**src/rtl/lif_pkg.sv**
```systemverilog
// Shared definitions for the LIF neuron configuration path: FSM states,
// default sizing constants and the per-neuron parameter record.
package lif_pkg;

  localparam int LIF_PARAM_W = 8;
  localparam int LIF_DEF_GAP = 2;

  typedef enum logic [1:0] {
    IDLE  = 2'd0,
    SHIFT = 2'd1,
    GAP   = 2'd2
  } lif_state_t;

  typedef struct packed {
    logic [LIF_PARAM_W-1:0] tau;
    logic [LIF_PARAM_W-1:0] weight;
    logic [LIF_PARAM_W-1:0] thresh;
  } lif_params_t;

endpackage

```
**src/rtl/lif_param_shadow.sv**
```systemverilog
// Register file mirroring the last parameters programmed into each neuron.
// Masked write port (one or all entries per write), combinational read port.
module lif_param_shadow
  import lif_pkg::*;
#(
  parameter int  N_NEURONS = 4,
  parameter int  IDX_W     = 2,
  parameter type entry_t   = lif_params_t
) (
  input  logic                 clk,
  input  logic                 rst,
  input  logic                 wr_en,
  input  logic [N_NEURONS-1:0] wr_mask,
  input  entry_t               wr_data,
  input  logic [IDX_W-1:0]     rd_idx,
  output entry_t               rd_data
);

  entry_t regs [N_NEURONS];

  always_ff @(posedge clk) begin
    if (rst) begin
      for (int i = 0; i < N_NEURONS; i++) begin
        regs[i] <= '0;
      end
    end else if (wr_en) begin
      for (int i = 0; i < N_NEURONS; i++) begin
        if (wr_mask[i]) begin
          regs[i] <= wr_data;
        end
      end
    end
  end

  // Out-of-range read indices return zero.
  always_comb begin
    rd_data = '0;
    for (int i = 0; i < N_NEURONS; i++) begin
      if (rd_idx == IDX_W'(i)) begin
        rd_data = regs[i];
      end
    end
  end

endmodule

```
**src/rtl/lif_cfg_sequencer.sv**
```systemverilog
// Host-side sequencer that serialises tau/weight/threshold words LSB-first
// into the LIF neuron parameter loaders, framed by per-neuron set_vars.
module lif_cfg_sequencer
  import lif_pkg::*;
#(
  parameter int  N_NEURONS  = 4,
  parameter int  WIDTH      = LIF_PARAM_W,
  parameter int  GAP_CYCLES = LIF_DEF_GAP,
  localparam int IDX_W      = (N_NEURONS > 1) ? $clog2(N_NEURONS) : 1
) (
  input  logic                 clk,
  input  logic                 rst,
  input  logic                 req_valid,
  output logic                 req_ready,
  input  logic [IDX_W-1:0]     req_idx,
  input  logic                 req_bcast,
  input  logic [WIDTH-1:0]     req_tau,
  input  logic [WIDTH-1:0]     req_weight,
  input  logic [WIDTH-1:0]     req_thresh,
  output logic [N_NEURONS-1:0] set_vars,
  output logic                 expd,
  output logic                 w,
  output logic                 t,
  output logic                 busy,
  output logic                 done,
  input  logic [IDX_W-1:0]     rd_idx,
  output logic [WIDTH-1:0]     rd_tau,
  output logic [WIDTH-1:0]     rd_weight,
  output logic [WIDTH-1:0]     rd_thresh
);

  localparam int CNT_W = $clog2(WIDTH) + 1;
  localparam int SEL_W = (WIDTH > 1) ? $clog2(WIDTH) : 1;
  localparam int GAP_W = (GAP_CYCLES > 1) ? $clog2(GAP_CYCLES) : 1;

  typedef struct packed {
    logic [WIDTH-1:0] tau;
    logic [WIDTH-1:0] weight;
    logic [WIDTH-1:0] thresh;
  } params_t;

  lif_state_t           state, state_n;
  logic [CNT_W-1:0]     cnt, cnt_n;
  logic [GAP_W-1:0]     gap_cnt, gap_cnt_n;
  params_t              words, words_n;
  logic [N_NEURONS-1:0] mask, mask_n;
  logic [N_NEURONS-1:0] set_vars_n;
  logic                 expd_n, w_n, t_n, done_n;
  logic                 shadow_we;
  logic [N_NEURONS-1:0] onehot;
  logic                 idx_ok;
  params_t              rd_data;

  // An index past N_NEURONS decodes to an empty mask, so the request is
  // swallowed by the handshake without starting a frame.
  always_comb begin
    onehot = '0;
    for (int i = 0; i < N_NEURONS; i++) begin
      onehot[i] = (req_idx == IDX_W'(i));
    end
    idx_ok = req_bcast | (|onehot);
  end

  assign req_ready = (state == IDLE);
  assign busy      = (state != IDLE);

  always_ff @(posedge clk) begin
    if (rst) begin
      state    <= IDLE;
      cnt      <= '0;
      gap_cnt  <= '0;
      words    <= '0;
      mask     <= '0;
      set_vars <= '0;
      expd     <= 1'b0;
      w        <= 1'b0;
      t        <= 1'b0;
      done     <= 1'b0;
    end else begin
      state    <= state_n;
      cnt      <= cnt_n;
      gap_cnt  <= gap_cnt_n;
      words    <= words_n;
      mask     <= mask_n;
      set_vars <= set_vars_n;
      expd     <= expd_n;
      w        <= w_n;
      t        <= t_n;
      done     <= done_n;
    end
  end

  // The serial outputs are registered, so each branch computes the value the
  // lines carry during the cycle after the coming edge.
  always_comb begin
    state_n    = state;
    cnt_n      = cnt;
    gap_cnt_n  = gap_cnt;
    words_n    = words;
    mask_n     = mask;
    set_vars_n = '0;
    expd_n     = 1'b0;
    w_n        = 1'b0;
    t_n        = 1'b0;
    done_n     = 1'b0;
    shadow_we  = 1'b0;

    case (state)
      IDLE: begin
        if (req_valid && idx_ok) begin
          words_n.tau    = req_tau;
          words_n.weight = req_weight;
          words_n.thresh = req_thresh;
          mask_n         = req_bcast ? {N_NEURONS{1'b1}} : onehot;
          cnt_n          = '0;
          state_n        = SHIFT;
          set_vars_n     = mask_n;
          expd_n         = req_tau[0];
          w_n            = req_weight[0];
          t_n            = req_thresh[0];
        end
      end

      SHIFT: begin
        if (cnt == CNT_W'(WIDTH - 1)) begin
          done_n    = 1'b1;
          shadow_we = 1'b1;
          gap_cnt_n = '0;
          // The IDLE cycle before the next accept is itself a low cycle,
          // so GAP only needs to cover the remaining GAP_CYCLES-1.
          state_n   = (GAP_CYCLES > 1) ? GAP : IDLE;
        end else begin
          cnt_n      = cnt + 1'b1;
          set_vars_n = mask;
          expd_n     = words.tau[cnt_n[SEL_W-1:0]];
          w_n        = words.weight[cnt_n[SEL_W-1:0]];
          t_n        = words.thresh[cnt_n[SEL_W-1:0]];
        end
      end

      GAP: begin
        if (gap_cnt == GAP_W'(GAP_CYCLES - 2)) begin
          state_n = IDLE;
        end else begin
          gap_cnt_n = gap_cnt + 1'b1;
        end
      end

      default: state_n = IDLE;
    endcase
  end

  lif_param_shadow #(
    .N_NEURONS (N_NEURONS),
    .IDX_W     (IDX_W),
    .entry_t   (params_t)
  ) u_shadow (
    .clk     (clk),
    .rst     (rst),
    .wr_en   (shadow_we),
    .wr_mask (mask),
    .wr_data (words),
    .rd_idx  (rd_idx),
    .rd_data (rd_data)
  );

  assign rd_tau    = rd_data.tau;
  assign rd_weight = rd_data.weight;
  assign rd_thresh = rd_data.thresh;

endmodule

```
**config.mk**
```make
export PLATFORM = sky130hd
export DESIGN_NAME = lif_cfg_sequencer
export DESIGN_NICKNAME = d
export VERILOG_FILES = /design/src/rtl/lif_pkg.sv /design/src/rtl/lif_param_shadow.sv /design/src/rtl/lif_cfg_sequencer.sv
export SDC_FILE = /design/constraint.sdc
export NUM_CORES = 1
export LEC_CHECK = 0
export CAP_MARGIN = 0
export CELL_PAD_IN_SITES_DETAIL_PLACEMENT = 2
export CELL_PAD_IN_SITES_GLOBAL_PLACEMENT = 2
export CORE_MARGIN = 2
export CORE_UTILIZATION = 25
export CTS_CLUSTER_DIAMETER = 120
export DETAILED_ROUTE_END_ITERATION = 6
export PLACE_DENSITY = 0.59
export SLEW_MARGIN = 10
export SYNTH_ARGS = -nofsm -noshare
export SYNTH_HDL_FRONTEND = slang
export SYNTH_HIERARCHICAL = 1
export SYNTH_SLANG_ARGS = --single-unit
```
**constraint.sdc**
```tcl
create_clock -name clk -period 2.2 [get_ports clk]
set_clock_uncertainty 0.05 [all_clocks]
set_input_delay 0.44 -clock clk [delete_from_list [all_inputs] [get_ports clk]]
set_output_delay 0.44 -clock clk [all_outputs]
set_load 0.02 [all_outputs]
```
==> impl_results.md, run 1 <==
- Outcome: finished, final reports clean
- Worst hold path class: in -> reg
- Vias in the first global route: between 4000 and 5000
- Die Area: 26600 um2
- Flops & latches, synth: 138
- Top cell type's share of synthesized area: a little under half
- Ant diodes: 0
- H-tree levels: 4
- Type of origin of the critical path: register
- Clock Pin Slew Worst Setup and Hold Paths: 0.06 ns
- Hold Crit Depth: 2
- Crit Path Category: reg -> out
- GRT overflow: 0
- FF-to-FF setup slack: 0.14 ns
- # Max-Cap Violations: 0
- Area leader, netlist: edfxtp_1
- Worst-Skew Late Latency: 0.42 ns
- Final Critical Period: 2.13 ns
- Final Max Slew Viols: 0
- Ys flop type: edfxtp_1
- Final nets: 554
- Crit path DAT: roughly 1.6 ns
- Count leader, synth: and4b_1
- I/O pin cnt: 66
- Peak VDD IR: about 480 uV
- Hpwl dp: 12.5 mm
- Critical path's slowest cell: mux4_1
- Synthesized Nets: 491
- Die Ht: 163 um
- Gate count after technology mapping: 458
- Total number of vias: 4112
- Asr flop ratio synth: 0%
- Mapped Area: 6340 um2
- Critical path fanouts, max: 1
- Multi-input gate area: 2380 um2
- Layout cells sized above 1: 18.2%
- Initial antenna violation count: 0
- Storage cell area: 3720 um2
- # fillers: 2574
- Endpoints failing setup: 0
- Pre-antenna DRT Iters: 4
- FF-to-FF path depth: 4
- Initial core utilization: 25.3%
- Pwr dens: 788 nW/um2
- # DRC: 0
- Crit path to: rd_tau[7]
- Final Cycle Share: 96.6%
- Row Count: 58
- Post-route ant nets: 0
- First-pass GRT wire length: approximately 29 mm
- Post-place setup slack: -0.389 ns
- Crit. Startpoint: u_shadow/regs[0][23]
- Design Area, Final: 8020 um2
- Port bufs: 65
- Worst path cell trace: mux4_1 -> dlygate4sd2_1
- Hold Vio Cnt, Final: 0
- Area contributors post-synth: edfxtp_1 45%, and4b_1 15%, dfxtp_1 13%, mux4_2 9.2%, nand2_1 3.8%
- Yosys Warn Count: 6
- Core Region: 25000 um2
- Hold buffers post-CTS: 0
- Root Buffer: clkbuf_16
- GPL Wtd Cong: 0.736
- DR vias/cell: 4.76
- Worst setup EP type: output pin
- Register area share after synthesis: 58.7%
- WHS: about 0.47 ns
- CTS sink cnt: between 100 and 150
- Clk buf depth: 2
- R2r endpoint: w
- Synth cell types: 33
- CTS tree: yes
- Initial drt markers: 213
- Post-synth EDFFs: 96
- Worst-Margin Slew: 0.580 ns
- DR WL/cell: roughly 21 um
- RSZ-0062 raised after global routing: false
- Area of placed instances: 7460 um2
- Largest net degree at the start of global routing: 67
- Syn Area/Cell: between 10 and 15 um2
- Post-synth top cells: 97 x and4b_1, 96 x edfxtp_1, 64 x nand2_1, 42 x dfxtp_1
- Crit path required time: 1.71 ns
- Max Fclk: between 400 and 500 MHz
- Final WS setup: 0.0737 ns
- Leakage: around 0.0032 uW
- Area grow syn2layout: 26.4%
- CTS Buf Count: 17
- All-Layer GR Usage: between 10 and 15%
- Slew HR: 61.3%
- Final wirelength: around 18 mm
- Chip width: 163 um
- RR Startpoint: cnt[1]
- Crit-path max cell delay: 0.49 ns
[logic make-up after synthesis]
kind of cell,after synthesis,synth area share (%)
adder cells (fa/ha/maj),1,0.197
AND/OR/NAND/NOR,186,21.4
multiplexers,30,10.9
AO/OA/AOI/OAI,49,4.24
flip-flops,138,58.7
buffers and inverters,51,4.09
XOR/XNOR,3,0.415
[state kept, by name (all words and copies together), names as in the netlist]
register / count
t: 1
u_shadow/regs: 96
w: 1
expd: 1
cnt: 4
done: 1
set_vars: 4
words: 24
mask: 4
state: 2
[through the flow]
step                      setup TNS (ns)  power [uW]  util [%]  instances
after global routing                   0        6540      32.0        864
after floorplan                        0        3330         -        458
final                                  0        6310      32.0        864
after CTS                              0        6390      32.0        864
after detailed placement           -8.52        3670      29.8        831
after global placement             -7.80        3650      29.8        831
[power breakdown]
part / internal [uW] / switching (uW) / total (uW)
registers: 2870 / 96.0 / 2970
clock network: 1670 / 1070 / 2740
logic: 281 / 330 / 612
[how the worst min path moves through the flow]
stage / from / to / slack (ns)
after floorplan: words[0] / words[0] / 0.42
after global placement: cnt[1] / cnt[1] / 0.46
after detailed placement: words[5] / words[5] / 0.48
after CTS: rst / words[16] / 0.46
after global routing: rst / words[16] / 0.50
final: rst / words[14] / 0.47
[critical path: cells and delay by family, from the launching register on]
kind / cells / cell delay [ns]
mux: 1 / 0.49
buf+inv: 1 / 0.33
flops: 1 / 0.40
[cell type report]
cell class	count	share of cell area (%)
clock inverters	6	0.406
flip-flops and latches	138	46.5
clock buffers	26	6.65
inverters	1	0.0468
well taps	330	5.15
repair buffers	94	11.6
multi-input cells	269	29.6
[timing repair]
action                     CTS  global route
setup endpoints to repair   25             4
gates resized for setup     28             3
cloned                       1             0
setup buffers                0             0
[layer usage]
layer | wire [um] | GRT usage [%] | vias up
met5 | 0 | 0 | -
met4 | 213 | 4.22 | 0
met3 | 653 | 2.72 | 16
met2 | 8870 | 24.7 | 72
met1 | 8230 | 18.5 | 2093
li1 | - | - | 1931
[cell usage in the layout (no fill, tap or decap), types with 4 or more instances in the layout]
master	count
a21o_2	4
a21oi_1	35
and4b_1	97
buf_12	7
buf_4	22
clkbuf_16	19
clkdlybuf4s50_1	37
clkinv_2	4
dfxtp_1	41
dlygate4sd2_1	24
edfxtp_1	96
mux4_1	4
mux4_2	26
nand2_1	64
nor2_1	4
nor3_1	5
o21ai_0	4
Note: power is estimated with default switching activity, not from simulation.
==> run 2: changes to the inputs <==
Settings changed: SETUP_SLACK_MARGIN set to 0.15.
==> impl_results.md, run 2 (synthesis results as in run 1) <==
- Hold_sp: rst
- Largest Register: u_shadow/regs
- Flop pwr share: 46.9% (about the same)
- CTS sink cnt: 138 (unchanged)
- Initial drt markers: 224 (+5.2%)
- Clock power frac: 43.2% (about the same)
- Root Buffer: clkbuf_16
- Initial core utilization: 25.3% (unchanged)
- Worst-Margin Slew: 0.594 ns (+0.0136 ns)
- Leakage: 0.00317 uW (-0.36%)
- Final nets: 556 (+0.36%)
- Post-route ant nets: 0 (unchanged)
- Die Ht: 163 um (unchanged)
- Slew HR: 60.4% (-0.90 points)
- Hold buffers post-CTS: 0 (unchanged)
- Type of origin of the critical path: register
- Total number of vias: 4155 (+1.0%)
- CTS Buf Count: 17 (unchanged)
- Critical path fanouts, max: 1 (unchanged)
- GPL Wtd Cong: 0.736 (unchanged)
- Worst hold path class: in -> reg
- FF-to-FF path depth: 5 (+1)
- Commonest non-fill, non-tap cell in the layout: and4b_1
- Internal power: 4830 uW (+0.14%)
- Met3 WL: 553 um (-15%)
- Pre-antenna DRT Iters: 4 (unchanged)
- Area grow syn2layout: 26.4% (about the same)
- Pwr dens: 789 nW/um2 (+0.19%)
- Crit Path Category: reg -> out
- All-Layer GR Usage: 14.6% (+0.16 points)
- Max Fclk: 501 MHz (+6.6%)
- Clk buf depth: 2 (unchanged)
- Ant diodes: 0 (unchanged)
- Leading cell types in the layout, fill and taps excluded: 97 x and4b_1, 96 x edfxtp_1, 64 x nand2_1
- Core Region: 25000 um2 (unchanged)
- H-tree levels: 4 (unchanged)
- Final Critical Period: 1.99 ns (-0.132 ns)
- R2r endpoint: u_shadow/regs[0][0]
- # fillers: 2564 (-0.39%)
- Clock Pin Slew Worst Setup and Hold Paths: 0.06 ns (about the same)
- Max reg flops: 96 (unchanged)
- DP Cell Count: 831 (unchanged)
- Crit path required time: 1.71 ns (about the same)
- # DRC: 0 (unchanged)
- Total power: 6330 uW (+0.17%)
- Initial antenna violation count: 0 (unchanged)
- Hold Vio Cnt, Final: 0 (unchanged)
- Cell Count, Final, Fillers Out: 866 (+0.23%)
- I/O pin cnt: 66 (unchanged)
- DR WL/cell: 21.1 um (+1.5%)
- Vias in the first global route: 4699 (-0.11%)
- Hold worst-path end: words[16]
- CTS tree: yes
- Largest net degree at the start of global routing: 67 (unchanged)
- Port bufs: 65 (unchanged)
- Layout cells sized above 1: 23.1% (+5.0 points)
- GRT overflow: 0 (unchanged)
- Hpwl dp: 12.5 mm (unchanged)
- Hold Crit Depth: 2 (unchanged)
- Peak VDD IR: 486 uV (+0.66%)
- Worst-Skew Late Latency: 0.42 ns (about the same)
- Row Count: 58 (unchanged)
- Chip width: 163 um (unchanged)
- RSZ-0062 raised after global routing: false
- Final wirelength: 18.3 mm (+1.7%)
- Final Max Slew Viols: 0 (unchanged)
- Endpoints failing setup: 0 (unchanged)
- Top Layer Used: met4
- Die Area: 26600 um2 (unchanged)
- # Max-Cap Violations: 0 (unchanged)
- FF-to-FF setup slack: 0.32 ns (+0.18 ns)
- Metal-1 WL: 8.52 mm (+3.5%)
- RR Startpoint: state[1]
- Outcome: finished, final reports clean
- DR vias/cell: 4.80 (+0.81%)
- Met2 routed WL: 9.03 mm (+1.8%)
- First-pass GRT wire length: 28.9 mm (+0.89%)
- Power share of the combinational group: 9.9% (+0.2 points)
- Crit path DAT: 1.50 ns (-0.14 ns)
- Switching power share of the total: 23.7% (+0.027 points)
- Worst setup EP type: output pin
- Final Cycle Share: 90.7% (-6.0 points)
- Net Sw Power: 1500 uW (+0.29%)
- Top Registers: u_shadow/regs x96, words x24
==> run 2: metrics by stage <==
step	setup TNS, ns	setup WS, ns	util (%)	cell area [um2]	hold slack, ns
after floorplan	0	0.123	-	6340	0.418
after CTS	0	0.0547	32.1	8040	0.461
after global routing	0	0.162	32.0	8020	0.502
final	0	0.205	32.0	8020	0.476
after global placement	-7.80	-0.363	29.8	7460	0.461
after detailed placement	-8.52	-0.389	29.8	7460	0.479
==> run 2: power by group through the flow <==
stage	clock network, uW	registers [uW]	logic, uW
after floorplan	0	2980	358
after global placement	0	3020	632
after detailed placement	0	3020	647
after CTS	2790	2970	646
after global routing	2890	2980	680
final	2730	2970	624
==> run 2: worst max path at each step <==
stage	start	endpoint	slack, ns	cells past startpoint
6_report	u_shadow/regs[0][18]	rd_tau[2]	0.21	2
3_3_place_gp	rd_idx[1]	rd_tau[5]	-0.36	4
4_1_cts	u_shadow/regs[2][3]	rd_thresh[3]	0.05	2
5_1_grt	u_shadow/regs[0][18]	rd_tau[2]	0.16	2
2_1_floorplan	cnt[1]	u_shadow/regs[0][0]	0.12	6
3_5_place_dp	rd_idx[1]	rd_thresh[3]	-0.39	4
==> run 2: critical path: stages, from the launching register on <==
cell	delay, ns
edfxtp_1	0.36
mux4_2	0.46
clkdlybuf4s15_2	0.26
==> run 2: timing repair <==
item,in CTS,in global routing
gates cloned,3,0
setup buffers,0,0
setup endpoints to repair,28,9
gates resized for setup,99,10
==> run 2: layer usage <==
layer | track usage (%) | vias to the layer above
li1 | - | 1941
met2 | 24.9 | 70
met4 | 4.22 | 0
met1 | 18.8 | 2130
met3 | 2.72 | 14
met5 | 0 | -
==> run 2: final cells by class <==
type,instances,area (um2),area share [%]
Inverter,1,3.75,0.0468
Clock inverter,6,32.5,0.406
Clock buffer,26,533,6.65
Timing Repair Buffer,96,920,11.5
Tap cell,330,413,5.15
Sequential cell,138,3720,46.5
Multi-Input combinational cell,269,2390,29.8
==> run 3: changes to the inputs <==
Settings changed: CAP_MARGIN 0 to 20.
==> results of run 3 <==
Final layout, timing and power as in run 2 (identical DEF).
